`config.mk`:
```
export PLATFORM = sky130hd
export DESIGN_NAME = alu_serial_flat
export DESIGN_NICKNAME = d
export VERILOG_FILES = /design/src/rtl/alu_serial_if.sv /design/src/rtl/alu_serial.sv /design/src/flat_wrapper.sv
export SDC_FILE = /design/constraint.sdc
export NUM_CORES = 1
export LEC_CHECK = 0
export ABC_AREA = 1
export CORE_MARGIN = 1
export CORE_UTILIZATION = 40
export DETAILED_ROUTE_END_ITERATION = 6
export PLACE_DENSITY = 0.76
export REMOVE_ABC_BUFFERS = 1
export SETUP_SLACK_MARGIN = 0.3
export SYNTH_ARGS = -nofsm -noshare
export SYNTH_HDL_FRONTEND = slang
export SYNTH_SLANG_ARGS = --single-unit
```
`constraint.sdc`:
```
create_clock -name clk -period 2.9 [get_ports clk]
set_input_delay 0.435 -clock clk [delete_from_list [all_inputs] [get_ports clk]]
set_output_delay 0.435 -clock clk [all_outputs]
set_load 0.01 [all_outputs]
```
`src/rtl/alu_serial_if.sv`:
```
// Handshake and operand/result bundle for alu_serial.
// master: requester (drives start and operands); slave: the ALU.
interface alu_serial_if #(
    parameter int WIDTH = 64
);
    logic             start;
    logic [WIDTH-1:0] A;
    logic [WIDTH-1:0] B;
    logic [2:0]       cntrl;
    logic             busy;
    logic             done;
    logic [WIDTH-1:0] result;
    logic             negative;
    logic             zero;
    logic             overflow;
    logic             carry_out;

    modport master (
        output start, A, B, cntrl,
        input  busy, done, result, negative, zero, overflow, carry_out
    );

    modport slave (
        input  start, A, B, cntrl,
        output busy, done, result, negative, zero, overflow, carry_out
    );
endinterface

```
`src/rtl/alu_serial.sv`:
```
// Digit-serial ALU: processes a WIDTH-bit op DIGIT bits per clock, LSB digit
// first, carrying the inter-digit carry in a register. Flags N/Z/V/C are
// registered together with the result when the last digit completes.
// Optional macro ALU_SLT_EN: cntrl 111 becomes signed set-less-than.
module alu_serial #(
    parameter int WIDTH = 64,
    parameter int DIGIT = 8
) (
    input  logic clk,
    input  logic reset_n,
    alu_serial_if.slave bus
);
    localparam int NCHUNK = WIDTH / DIGIT;
    localparam int CW     = (NCHUNK > 1) ? $clog2(NCHUNK) : 1;

    typedef enum logic [1:0] {IDLE, RUN, DONE} state_t;

    state_t           state_q, state_d;
    logic [WIDTH-1:0] a_q, a_d;
    logic [WIDTH-1:0] b_q, b_d;
    logic [2:0]       op_q, op_d;
    logic [CW-1:0]    cnt_q, cnt_d;
    logic             carry_q, carry_d;
    logic [WIDTH-1:0] acc_q, acc_d;
    logic [WIDTH-1:0] result_q, result_d;
    logic             neg_q, neg_d;
    logic             zero_q, zero_d;
    logic             ovf_q, ovf_d;
    logic             cout_q, cout_d;

    logic             is_sub, is_add, start_sub;
    logic [DIGIT-1:0] a_dig, b_dig, bx_dig, res_dig;
    logic [DIGIT:0]   sum;
    logic [WIDTH-1:0] acc_full, fin_res;
    logic             cin_msb, v;

    // Digit datapath: one chunk of the operation on the low digit of the operand shifters
    always_comb begin
        is_add = (op_q == 3'b010);
        is_sub = (op_q == 3'b011);
`ifdef ALU_SLT_EN
        if (op_q == 3'b111) is_sub = 1'b1;
`endif
        a_dig  = a_q[DIGIT-1:0];
        b_dig  = b_q[DIGIT-1:0];
        bx_dig = is_sub ? ~b_dig : b_dig;
        sum    = {1'b0, a_dig} + {1'b0, bx_dig} + {{DIGIT{1'b0}}, carry_q};
        case (op_q)
            3'b000:  res_dig = b_dig;
            3'b010,
            3'b011:  res_dig = sum[DIGIT-1:0];
            3'b100:  res_dig = a_dig & b_dig;
            3'b101:  res_dig = a_dig | b_dig;
            3'b110:  res_dig = a_dig ^ b_dig;
`ifdef ALU_SLT_EN
            3'b111:  res_dig = sum[DIGIT-1:0];
`endif
            default: res_dig = '0;
        endcase
        // New digit enters at the top; after NCHUNK shifts the LSB digit sits at bit 0
        acc_full = (acc_q >> DIGIT) | (WIDTH'(res_dig) << (WIDTH - DIGIT));
        // Only meaningful on the last chunk, where bit DIGIT-1 is the word MSB
        cin_msb  = sum[DIGIT-1] ^ a_dig[DIGIT-1] ^ bx_dig[DIGIT-1];
        v        = cin_msb ^ sum[DIGIT];
        fin_res  = acc_full;
`ifdef ALU_SLT_EN
        if (op_q == 3'b111) begin
            fin_res    = '0;
            fin_res[0] = acc_full[WIDTH-1] ^ v;
        end
`endif
    end

    // Control FSM: operand capture on accepted start, per-digit stepping, final latch
    always_comb begin
        state_d   = state_q;
        a_d       = a_q;
        b_d       = b_q;
        op_d      = op_q;
        cnt_d     = cnt_q;
        carry_d   = carry_q;
        acc_d     = acc_q;
        result_d  = result_q;
        neg_d     = neg_q;
        zero_d    = zero_q;
        ovf_d     = ovf_q;
        cout_d    = cout_q;
        start_sub = (bus.cntrl == 3'b011);
`ifdef ALU_SLT_EN
        if (bus.cntrl == 3'b111) start_sub = 1'b1;
`endif
        case (state_q)
            RUN: begin
                a_d     = a_q >> DIGIT;
                b_d     = b_q >> DIGIT;
                acc_d   = acc_full;
                carry_d = sum[DIGIT];
                cnt_d   = cnt_q + 1'b1;
                if (cnt_q == CW'(NCHUNK - 1)) begin
                    result_d = fin_res;
                    neg_d    = fin_res[WIDTH-1];
                    zero_d   = (fin_res == '0);
                    ovf_d    = (is_add || op_q == 3'b011) ? v : 1'b0;
                    cout_d   = (is_add || op_q == 3'b011) ? sum[DIGIT] : 1'b0;
                    state_d  = DONE;
                end
            end
            default: begin
                if (bus.start) begin
                    a_d     = bus.A;
                    b_d     = bus.B;
                    op_d    = bus.cntrl;
                    cnt_d   = '0;
                    carry_d = start_sub;
                    acc_d   = '0;
                    state_d = RUN;
                end else begin
                    state_d = IDLE;
                end
            end
        endcase
    end

    // State and datapath registers
    always_ff @(posedge clk or negedge reset_n) begin
        if (!reset_n) begin
            state_q  <= IDLE;
            a_q      <= '0;
            b_q      <= '0;
            op_q     <= '0;
            cnt_q    <= '0;
            carry_q  <= 1'b0;
            acc_q    <= '0;
            result_q <= '0;
            neg_q    <= 1'b0;
            zero_q   <= 1'b0;
            ovf_q    <= 1'b0;
            cout_q   <= 1'b0;
        end else begin
            state_q  <= state_d;
            a_q      <= a_d;
            b_q      <= b_d;
            op_q     <= op_d;
            cnt_q    <= cnt_d;
            carry_q  <= carry_d;
            acc_q    <= acc_d;
            result_q <= result_d;
            neg_q    <= neg_d;
            zero_q   <= zero_d;
            ovf_q    <= ovf_d;
            cout_q   <= cout_d;
        end
    end

    assign bus.busy      = (state_q == RUN);
    assign bus.done      = (state_q == DONE);
    assign bus.result    = result_q;
    assign bus.negative  = neg_q;
    assign bus.zero      = zero_q;
    assign bus.overflow  = ovf_q;
    assign bus.carry_out = cout_q;
endmodule

```
`src/flat_wrapper.sv`:
```
// flat-port wrapper written by rule: the top's interface ports become plain ports
module alu_serial_flat 
#(
    parameter int WIDTH = 64,
    parameter int DIGIT = 8
)
  (clk, reset_n, bus_start, bus_A, bus_B, bus_cntrl, bus_busy, bus_done, bus_result, bus_negative, bus_zero, bus_overflow, bus_carry_out);
  alu_serial_if #(.WIDTH(WIDTH)) bus_i ();
  input  logic clk;
  input  logic reset_n;
  input wire logic [$bits(bus_i.start)-1:0] bus_start;
  input wire logic [$bits(bus_i.A)-1:0] bus_A;
  input wire logic [$bits(bus_i.B)-1:0] bus_B;
  input wire logic [$bits(bus_i.cntrl)-1:0] bus_cntrl;
  output wire logic [$bits(bus_i.busy)-1:0] bus_busy;
  output wire logic [$bits(bus_i.done)-1:0] bus_done;
  output wire logic [$bits(bus_i.result)-1:0] bus_result;
  output wire logic [$bits(bus_i.negative)-1:0] bus_negative;
  output wire logic [$bits(bus_i.zero)-1:0] bus_zero;
  output wire logic [$bits(bus_i.overflow)-1:0] bus_overflow;
  output wire logic [$bits(bus_i.carry_out)-1:0] bus_carry_out;
  assign bus_i.start = bus_start;
  assign bus_i.A = bus_A;
  assign bus_i.B = bus_B;
  assign bus_i.cntrl = bus_cntrl;
  assign bus_busy = bus_i.busy;
  assign bus_done = bus_i.done;
  assign bus_result = bus_i.result;
  assign bus_negative = bus_i.negative;
  assign bus_zero = bus_i.zero;
  assign bus_overflow = bus_i.overflow;
  assign bus_carry_out = bus_i.carry_out;
  alu_serial #(.WIDTH(WIDTH), .DIGIT(DIGIT)) u_core (.clk(clk), .reset_n(reset_n), .bus(bus_i));
endmodule
```
==> reports/qor.yml, run 1 <==
status: "finished clean"
cp_max_fo: 4
finalPower_uw: 14900
htree_num_levels: 1
ys_types: 38
final_util: 0.538
num_rows: 61
dieArea_sq_mm: 0.0290
insertion_delay_ns: 0.55
crit_slowest_cell: "dfrtp_1"
grt_max_degree: 115
n_antenna_cell: 0
reg2reg_depth: 15
synth-edff-count: 0
hold_viol_final: 0
dp_hpwl_um: 19200
rsz0062_at_grt: "true"
drt_iter0_drc: 584
synth_area_sq_mm: 0.0113
relSlewSlack: 0.592
postRouteAntennaNets: 0
stdcell_count: 1854
avgRoutedWirePerCell_um: 15.2
synth_adder_area_share: 0.0312
io_pins: 204
core_sq_mm: 0.0278
ys_seq_area_frac: 0.575
via_count: 9291
start_util: 0.407
die_y_um: 170
drt_wl_total_um: 28300
drt-vias-per-instance: 5.01
synth.top_cell.area_share: 0.575
synthMuxAreaShare: 0
cts_tree: "built"
finalNetCount: 1615
synth_flop_cell: "dfrtp_1"
yosys_warnings: 0
powerDensity_mw_per_mm2: 1000
area_delta_synth_final_pct: 32.0
final_common_cell: "nand2_1"
post-synth-top-area-cell: "dfrtp_1"
clkTransAtPathRegs_ns: 0.06
drive_gt1_frac: 0.0793
synth-xor-area-share: 0.00686
skew_ns: 0.00891
seqCellArea_sq_mm: 0.00651
nFillCells: 2564
avgSynthCellArea_sq_um: 8.94
critPathMaxStageDelay_ns: 0.43
clock-sinks: 260
ys_seq_elements: 260
synth_area_leaders: "dfrtp_1 58%, nand2_1 14%, nand3_1 5.1%"
ctsLongestPathBuffers: 3
root_buffer: "clkbuf_16"
synth-compound-area-share: 0.102
critPathArrivalTime_ns: 3.00
period_minus_slack_ns: 2.52
synthSimpleGateAreaFrac: 0.223
crit_path_cell_trace: "inv_2 > nand2_4 > inv_4 > nand2_4 > xor2_2 > fa_2 > inv_2 > fa_2 > nand2_2 > nand2_2 > nor3_4 > nand3_1 > nor2_1 > nand3_1 > nand2_1"
worst_pin_slew_ns: 0.611
cp-end-kind: "flop"
dp.cells: 1792
cp.required_ns: 3.38
drc_errors: 0
synth_top_family_by_area: "simple AND/OR/NAND/NOR gates"
setup_violations: 0
port_buffers: 203
grt-ovfl-total: 0
p_leak_uw: 0.00689
setup.worst_path.class: "reg2reg"
grt_pass1_wl_um: 46500
globalplace.congestion: 0.803
firstDrtPassIters: 5
synth_cells: 1265
final_cell_mix: "428 x nand2_1, 260 x dfrtp_1, 202 x clkdlybuf4s50_1"
final-max-slew-violation-count: 0
cts_buffers: 28
grt_pass1_vias: 9075
multi_input_area_sq_mm: 0.00420
die_w_um: 170
ir_drop_uv: 476
start_kind: "flop"
synthArstFlopShare: 1.00
max_freq_ghz: 0.397
drv_cap: 0
antenna_found_initial: 0
gr-usage-all-layers: 0.199
hp-class: "in2async"
finalCritPeriodShare: 0.869
==> report_power, final <==
group | internal, uW | leakage, uW | switching [uW] | total (uW)
clock | 2300 | 0.000476 | 1490 | 3800
sequential | 4870 | 0.00346 | 702 | 5570
combinational | 2380 | 0.00295 | 3200 | 5580
==> state kept, by name, summed over array words and instances, names as in the netlist <==
signal and cells:
u_core.acc_q 56, u_core.bus.result 64, u_core.state_q 2, u_core.bus.carry_out 1
u_core.a_q 64, u_core.b_q 64, u_core.carry_q 1, u_core.op_q 3
u_core.cnt_q 3, u_core.bus.zero 1, u_core.bus.overflow 1
==> critical path: cells and delay by family, from the launching register on <==
kind                     cells  cell delay (ns)
buffers and inverters        3             0.26
flip-flops                   1             0.43
XOR/XNOR                     1             0.16
AND/OR/NAND/NOR              9             0.81
adder cells (fa/ha/maj)      2             0.78
==> kinds of logic after synthesis <==
logic type	Yosys count
XOR/XNOR	8
AND/OR/NAND/NOR	606
adder cells (fa/ha/maj)	27
flip-flops	260
AO/OA/AOI/OAI	188
buffers and inverters	176
==> final timing paths <==
check	from	to	slack [ns]
max	u_core.op_q[2]	u_core.bus.zero	0.38
min	reset_n	u_core.bus.result[42]	0.40
max reg2reg	u_core.op_q[2]	u_core.bus.zero	0.38
min reg2reg	u_core.b_q[10]	u_core.b_q[10]	0.48
max in group asynchronous	reset_n	u_core.b_q[1]	1.73
min in group clk	bus_A[14]	u_core.a_q[14]	0.45
==> what timing repair did <==
action,CTS,global route
hold buffers,1,0
pin swaps,2,16
buffers inserted,2,7
setup endpoints to repair,3,14
resized for setup,1,28
hold endpoints to repair,51,0
==> synthesized netlist by cell type, types with 4 or more instances <==
cell and number:
o21ai_0 74, ha_1 25, xor2_1 7, inv_2 10, dfrtp_1 260, o22ai_1 59
nand2_2 4, inv_1 99, buf_1 7, nor2_1 27, o211ai_1 18, nand3_1 116
nand4_1 12, clkbuf_1 29, buf_2 30, a22o_1 17, a21oi_1 9, nand2_1 435
==> metal layers <==
metal / track usage / wire (um)
met4: 0.0544 / 647
met5: 0 / 0
met2: 0.319 / 13100
met1: 0.263 / 12300
met3: 0.0593 / 2220
==> per-stage QoR <==
stage          TNS (ns)  hold WS [ns]  setup slack (ns)  area [sq um]
2_1_floorplan   -169.84         0.139             -1.51         11000
3_3_place_gp          0         0.392             0.280         13800
3_5_place_dp          0         0.387             0.267         13800
4_1_cts               0         0.412             0.287         14800
5_1_grt               0         0.444             0.255         14900
6_report              0         0.404             0.380         14900
==> final cells by class <==
type,instances,share of cell area
Tap cell,378,0.0317
Sequential cell,260,0.436
Clock buffer,34,0.0504
Clock inverter,18,0.0163
Timing Repair Buffer,226,0.157
Multi-Input combinational cell,829,0.281
Inverter,109,0.0280
Note: power is estimated with default switching activity, not from simulation.
==> run 2, diff against run 1 <==
Settings changed: DONT_BUFFER_PORTS set to 1, PLACE_DENSITY 0.76 to 0.66.
Clock period 2.9 ns to 2.91 ns, I/O delays scaled along.
==> reports/qor.yml, run 2 (same netlist as run 1, synthesis figures left out) <==
status: "complete, but fails checks"
violations: "hold timing"
grtUsageMet1: 0.238
drt_wl_total_um: 26600
cp_max_fo: 7
n_antenna_cell: 0
max_freq_ghz: 0.396
cp-end-kind: "flop"
crit_path_cell_trace: "inv_2 > nand2_4 > inv_8 > nand2_4 > buf_6 > xor2_1 > ha_1 > a21oi_1 > or2_2 > nand3_1 > o21ai_0 > o21ai_1 > inv_1 > nand3_1 > nand2_1"
start_util: 0.407
finish.instance_area_sq_mm: 0.0128
drt_iter0_drc: 509
drc_errors: 0
powerDensity_mw_per_mm2: 1080
cp.required_ns: 3.35
dp_hpwl_um: 17100
grt_pass1_vias: 8078
ir_drop_uv: 537
ctsLongestPathBuffers: 3
final_common_cell: "nand2_1"
clkTransAtPathRegs_ns: 0.06
globalplace.congestion: 0.852
whs_ns: -0.391
skew_ns: 0.0166
dpl-instance-area_sq_mm: 0.0116
drv_cap: 0
cts_buffers: 28
gr-usage-all-layers: 0.183
hp-class: "in2async"
grt_pass1_wl_um: 42600
finalCritPeriodShare: 0.868
p_leak_uw: 0.00606
core_sq_mm: 0.0278
rsz0062_at_grt: "true"
clock-sinks: 260
grt-ovfl-total: 0
period_minus_slack_ns: 2.53
dieArea_sq_mm: 0.0290
die_w_um: 170
avgRoutedWirePerCell_um: 16.2
die_y_um: 170
start_kind: "flop"
num_rows: 61
r2r_slack_ns: 0.38
area_delta_synth_final_pct: 12.8
crit_slowest_cell: "dfrtp_1"
drt-vias-per-instance: 5.08
final-max-slew-violation-count: 0
drive_gt1_frac: 0.0789
r2r-end: "u_core.bus.zero"
postRouteAntennaNets: 0
final_cell_mix: "433 x nand2_1, 259 x dfrtp_1, 115 x nand3_1"
critPathMaxStageDelay_ns: 0.41
critPathArrivalTime_ns: 2.97
grt.met3_usage: 0.0658
root_buffer: "clkbuf_16"
htree_num_levels: 1
cts_tree: "built"
via_count: 8364
grt_max_degree: 261
grt.busiest_layer: "met2"
grt_use_met2: 0.286
finalPower_uw: 13800
reg2reg_from: "u_core.op_q[2]"
worst_pin_slew_ns: 0.616
port_buffers: 0
postCtsHoldBufs: 2
setup.worst_path.class: "reg2reg"
reg2reg_depth: 15
antenna_found_initial: 1
setup_violations: 0
hold_viol_final: 260
insertion_delay_ns: 0.55
firstDrtPassIters: 4
finalNetCount: 1407
io_pins: 204
relSlewSlack: 0.589
## run 2: worst max-delay path by stage
stage | startpoint | to | slack (ns) | depth (start not counted)
4_1_cts | u_core.op_q[2] | u_core.bus.zero | 0.31 | 15
5_1_grt | u_core.op_q[2] | u_core.bus.overflow | 0.24 | 18
2_1_floorplan | u_core.state_q[0] | u_core.carry_q | -1.50 | 5
6_report | u_core.op_q[2] | u_core.bus.zero | 0.38 | 15
3_3_place_gp | u_core.op_q[2] | u_core.bus.zero | 0.32 | 15
3_5_place_dp | u_core.op_q[2] | u_core.bus.result[62] | 0.22 | 14
## run 2: repair_timing
item | CTS | global route
setup buffers | 1 | 4
hold endpoints to repair | 262 | 260
pin swaps | 1 | 8
resized for setup | 3 | 20
setup endpoints to repair | 4 | 14
## run 2: area by class of cell
type | count | area [sq um]
clock buffer | 40 | 817
clock inverter | 12 | 171
fill | 2752 | 15000
inverter | 109 | 423
multi-input combinational | 829 | 4180
sequential | 260 | 6510
tap | 378 | 473
timing repair buffer | 18 | 194
## run 2: where the power goes
| group | switching, uW | total (uW) | internal, uW |
|---|---|---|---|
| Sequential | 897 | 5750 | 4850 |
| Clock | 1470 | 3770 | 2300 |
| Combinational | 2730 | 4280 | 1560 |
## run 2: per-stage QoR
step	cells	utilization	setup slack [ns]	TNS, ns
after global routing	1646	0.459	0.244	0
final	1646	0.459	0.384	0
after global placement	1587	0.419	0.317	0
after CTS	1642	0.455	0.307	0
after floorplan	1198	-	-1.50	-167.95
after detailed placement	1587	0.419	0.222	0
## run 2: routing by layer
| metal | share of wire | vias to the layer above |
|---|---|---|
| li1 | - | 4092 |
| met1 | 0.44 | 4008 |
| met2 | 0.44 | 216 |
| met3 | 0.092 | 46 |
| met4 | 0.028 | 2 |
| met5 | 0.00064 | - |
## run 2: worst max-delay path: cells and delay by family, from the launching register on
kind / cells / cell delay, ns
AND/OR/NAND/NOR: 6 / 0.66
buffers and inverters: 4 / 0.47
flip-flops: 1 / 0.41
adder cells (fa/ha/maj): 1 / 0.39
AO/OA/AOI/OAI: 3 / 0.36
XOR/XNOR: 1 / 0.15
==> run 3, diff against run 2 <==
Settings changed: SKIP_CTS_REPAIR_TIMING set to 1.
==> reports/qor.yml, run 3 (same netlist as run 1, synthesis figures left out) <==
internal_power_uw: 8700
reg2reg_depth: 14
hp-class: "in2async"
finalPower_uw: 13800
setup.worst_path.class: "reg2reg"
crit_slowest_cell: "dfrtp_1"
status: "complete, but fails checks"
critPathArrivalTime_ns: 2.98
final-max-slew-violation-count: 0
drt_wl_total_um: 26600
drt_iter0_drc: 485
powerDensity_mw_per_mm2: 1080
die_y_um: 170
grt_pass1_vias: 8058
setup_tns_ns: 0
grt-ovfl-total: 0
routed.top_layer: "met5"
dp_hpwl_um: 17100
whs_ns: -0.390
num_rows: 61
final_cell_mix: "435 x nand2_1, 259 x dfrtp_1, 115 x nand3_1"
critPathLaunch: "u_core.op_q[2]"
clock-sinks: 260
via_count: 8370
dp_slack_ns: 0.222
dpl-instance-area_sq_mm: 0.0116
critPathCapture: "u_core.bus.result[62]"
drive_gt1_frac: 0.0789
max_freq_ghz: 0.396
io_pins: 204
crit_cells: 14
power_switching_uw: 5070
port_buffers: 0
met3_length_um: 2440
rsz0062_at_grt: "true"
seq_power_share: 0.418
final_common_cell: "nand2_1"
antenna_found_initial: 1
gr-usage-all-layers: 0.182
relSlewSlack: 0.585
critPathMaxStageDelay_ns: 0.41
firstDrtPassIters: 5
grt_max_degree: 261
htree_num_levels: 1
cts_tree: "built"
cp_max_fo: 7
start_kind: "flop"
r2r_slack_ns: 0.38
p_leak_uw: 0.00606
path_delay_family: "simple AND/OR/NAND/NOR gates"
insertion_delay_ns: 0.55
path_buf_inv: 4
clkTransAtPathRegs_ns: 0.06
multi_input_area_sq_mm: 0.00417
wl_met2_um: 12000
p_comb_frac: 0.309
clkPwrFrac: 0.273
drt-vias-per-instance: 5.09
root_buffer: "clkbuf_16"
fin_ws_ns: 0.384
drc_errors: 0
globalplace.congestion: 0.852
postRouteAntennaNets: 0
finish.instance_area_sq_mm: 0.0127
grt_pass1_wl_um: 42600
reg2reg_from: "u_core.op_q[2]"
wl_met1_um: 11500
finalCritPeriodShare: 0.868
n_antenna_cell: 0
setup_violations: 0
seqCellArea_sq_mm: 0.00651
cp.required_ns: 3.36
ctsLongestPathBuffers: 3
cp-end-kind: "flop"
start_util: 0.407
avgRoutedWirePerCell_um: 16.2
area_delta_synth_final_pct: 12.7
nFillCells: 2750
cts_buffers: 28
crit_path_cell_trace: "inv_2 > nand2_4 > clkinv_4 > nand2_4 > buf_6 > xor2_1 > ha_1 > nand2_1 > or2_2 > nand3_1 > o21ai_0 > o21ai_1 > inv_1 > o21ai_0"
finalNetCount: 1407
hold_viol_final: 260
core_sq_mm: 0.0278
skew_ns: 0.0146
violations: "hold timing"
dieArea_sq_mm: 0.0290
r2r-end: "u_core.bus.result[62]"
period_minus_slack_ns: 2.53
power_switching_share: 0.368
die_w_um: 170
worst_pin_slew_ns: 0.622
drv_cap: 0
ir_drop_uv: 536
-- run 3: cell type report --
cell class,count,area share
sequential,260,0.510
inverter,109,0.0330
tap,378,0.0371
timing repair buffer,18,0.0148
multi-input combinational,829,0.327
clock buffer,40,0.0641
clock inverter,12,0.0134
-- run 3: how the worst min path moves through the flow --
stage | slack (ns) | endpoint | startpoint
CTS | -0.43 | u_core.acc_q[29] | reset_n
floorplan | 0.14 | u_core.a_q[0] | reset_n
detailed placement | 0.16 | u_core.bus.result[43] | reset_n
global route | -0.42 | u_core.bus.result[43] | reset_n
finish | -0.39 | u_core.bus.result[43] | reset_n
global placement | 0.16 | u_core.bus.result[43] | reset_n
-- run 3: power by group through the flow --
| stage | Clock [uW] | Sequential, uW | Combinational (uW) |
|---|---|---|---|
| finish | 3760 | 5750 | 4250 |
| global route | 4000 | 5910 | 4880 |
| CTS | 3870 | 5750 | 4150 |
| detailed placement | 0 | 5800 | 4130 |
| global placement | 0 | 5760 | 4030 |
| floorplan | 0 | 5580 | 3060 |
-- run 3: stage by stage --
step	utilization	cells
6_report	0.459	1646
2_1_floorplan	-	1198
5_1_grt	0.459	1646
3_3_place_gp	0.419	1587
4_1_cts	0.454	1639
3_5_place_dp	0.419	1587
-- run 3: routing by layer --
metal,track usage,vias up
met5,0,-
met4,0.0497,2
met3,0.0670,46
met2,0.285,216
met1,0.237,4006
li1,-,4100
-- run 3: worst register-to-register path, delay by kind of cell, from the launching register on --
family                   cells  cell delay, ns
AO/OA/AOI/OAI                3            0.41
adder cells (fa/ha/maj)      1            0.38
XOR/XNOR                     1            0.15
buffers and inverters        4            0.47
AND/OR/NAND/NOR              5            0.65
flip-flops                   1            0.41
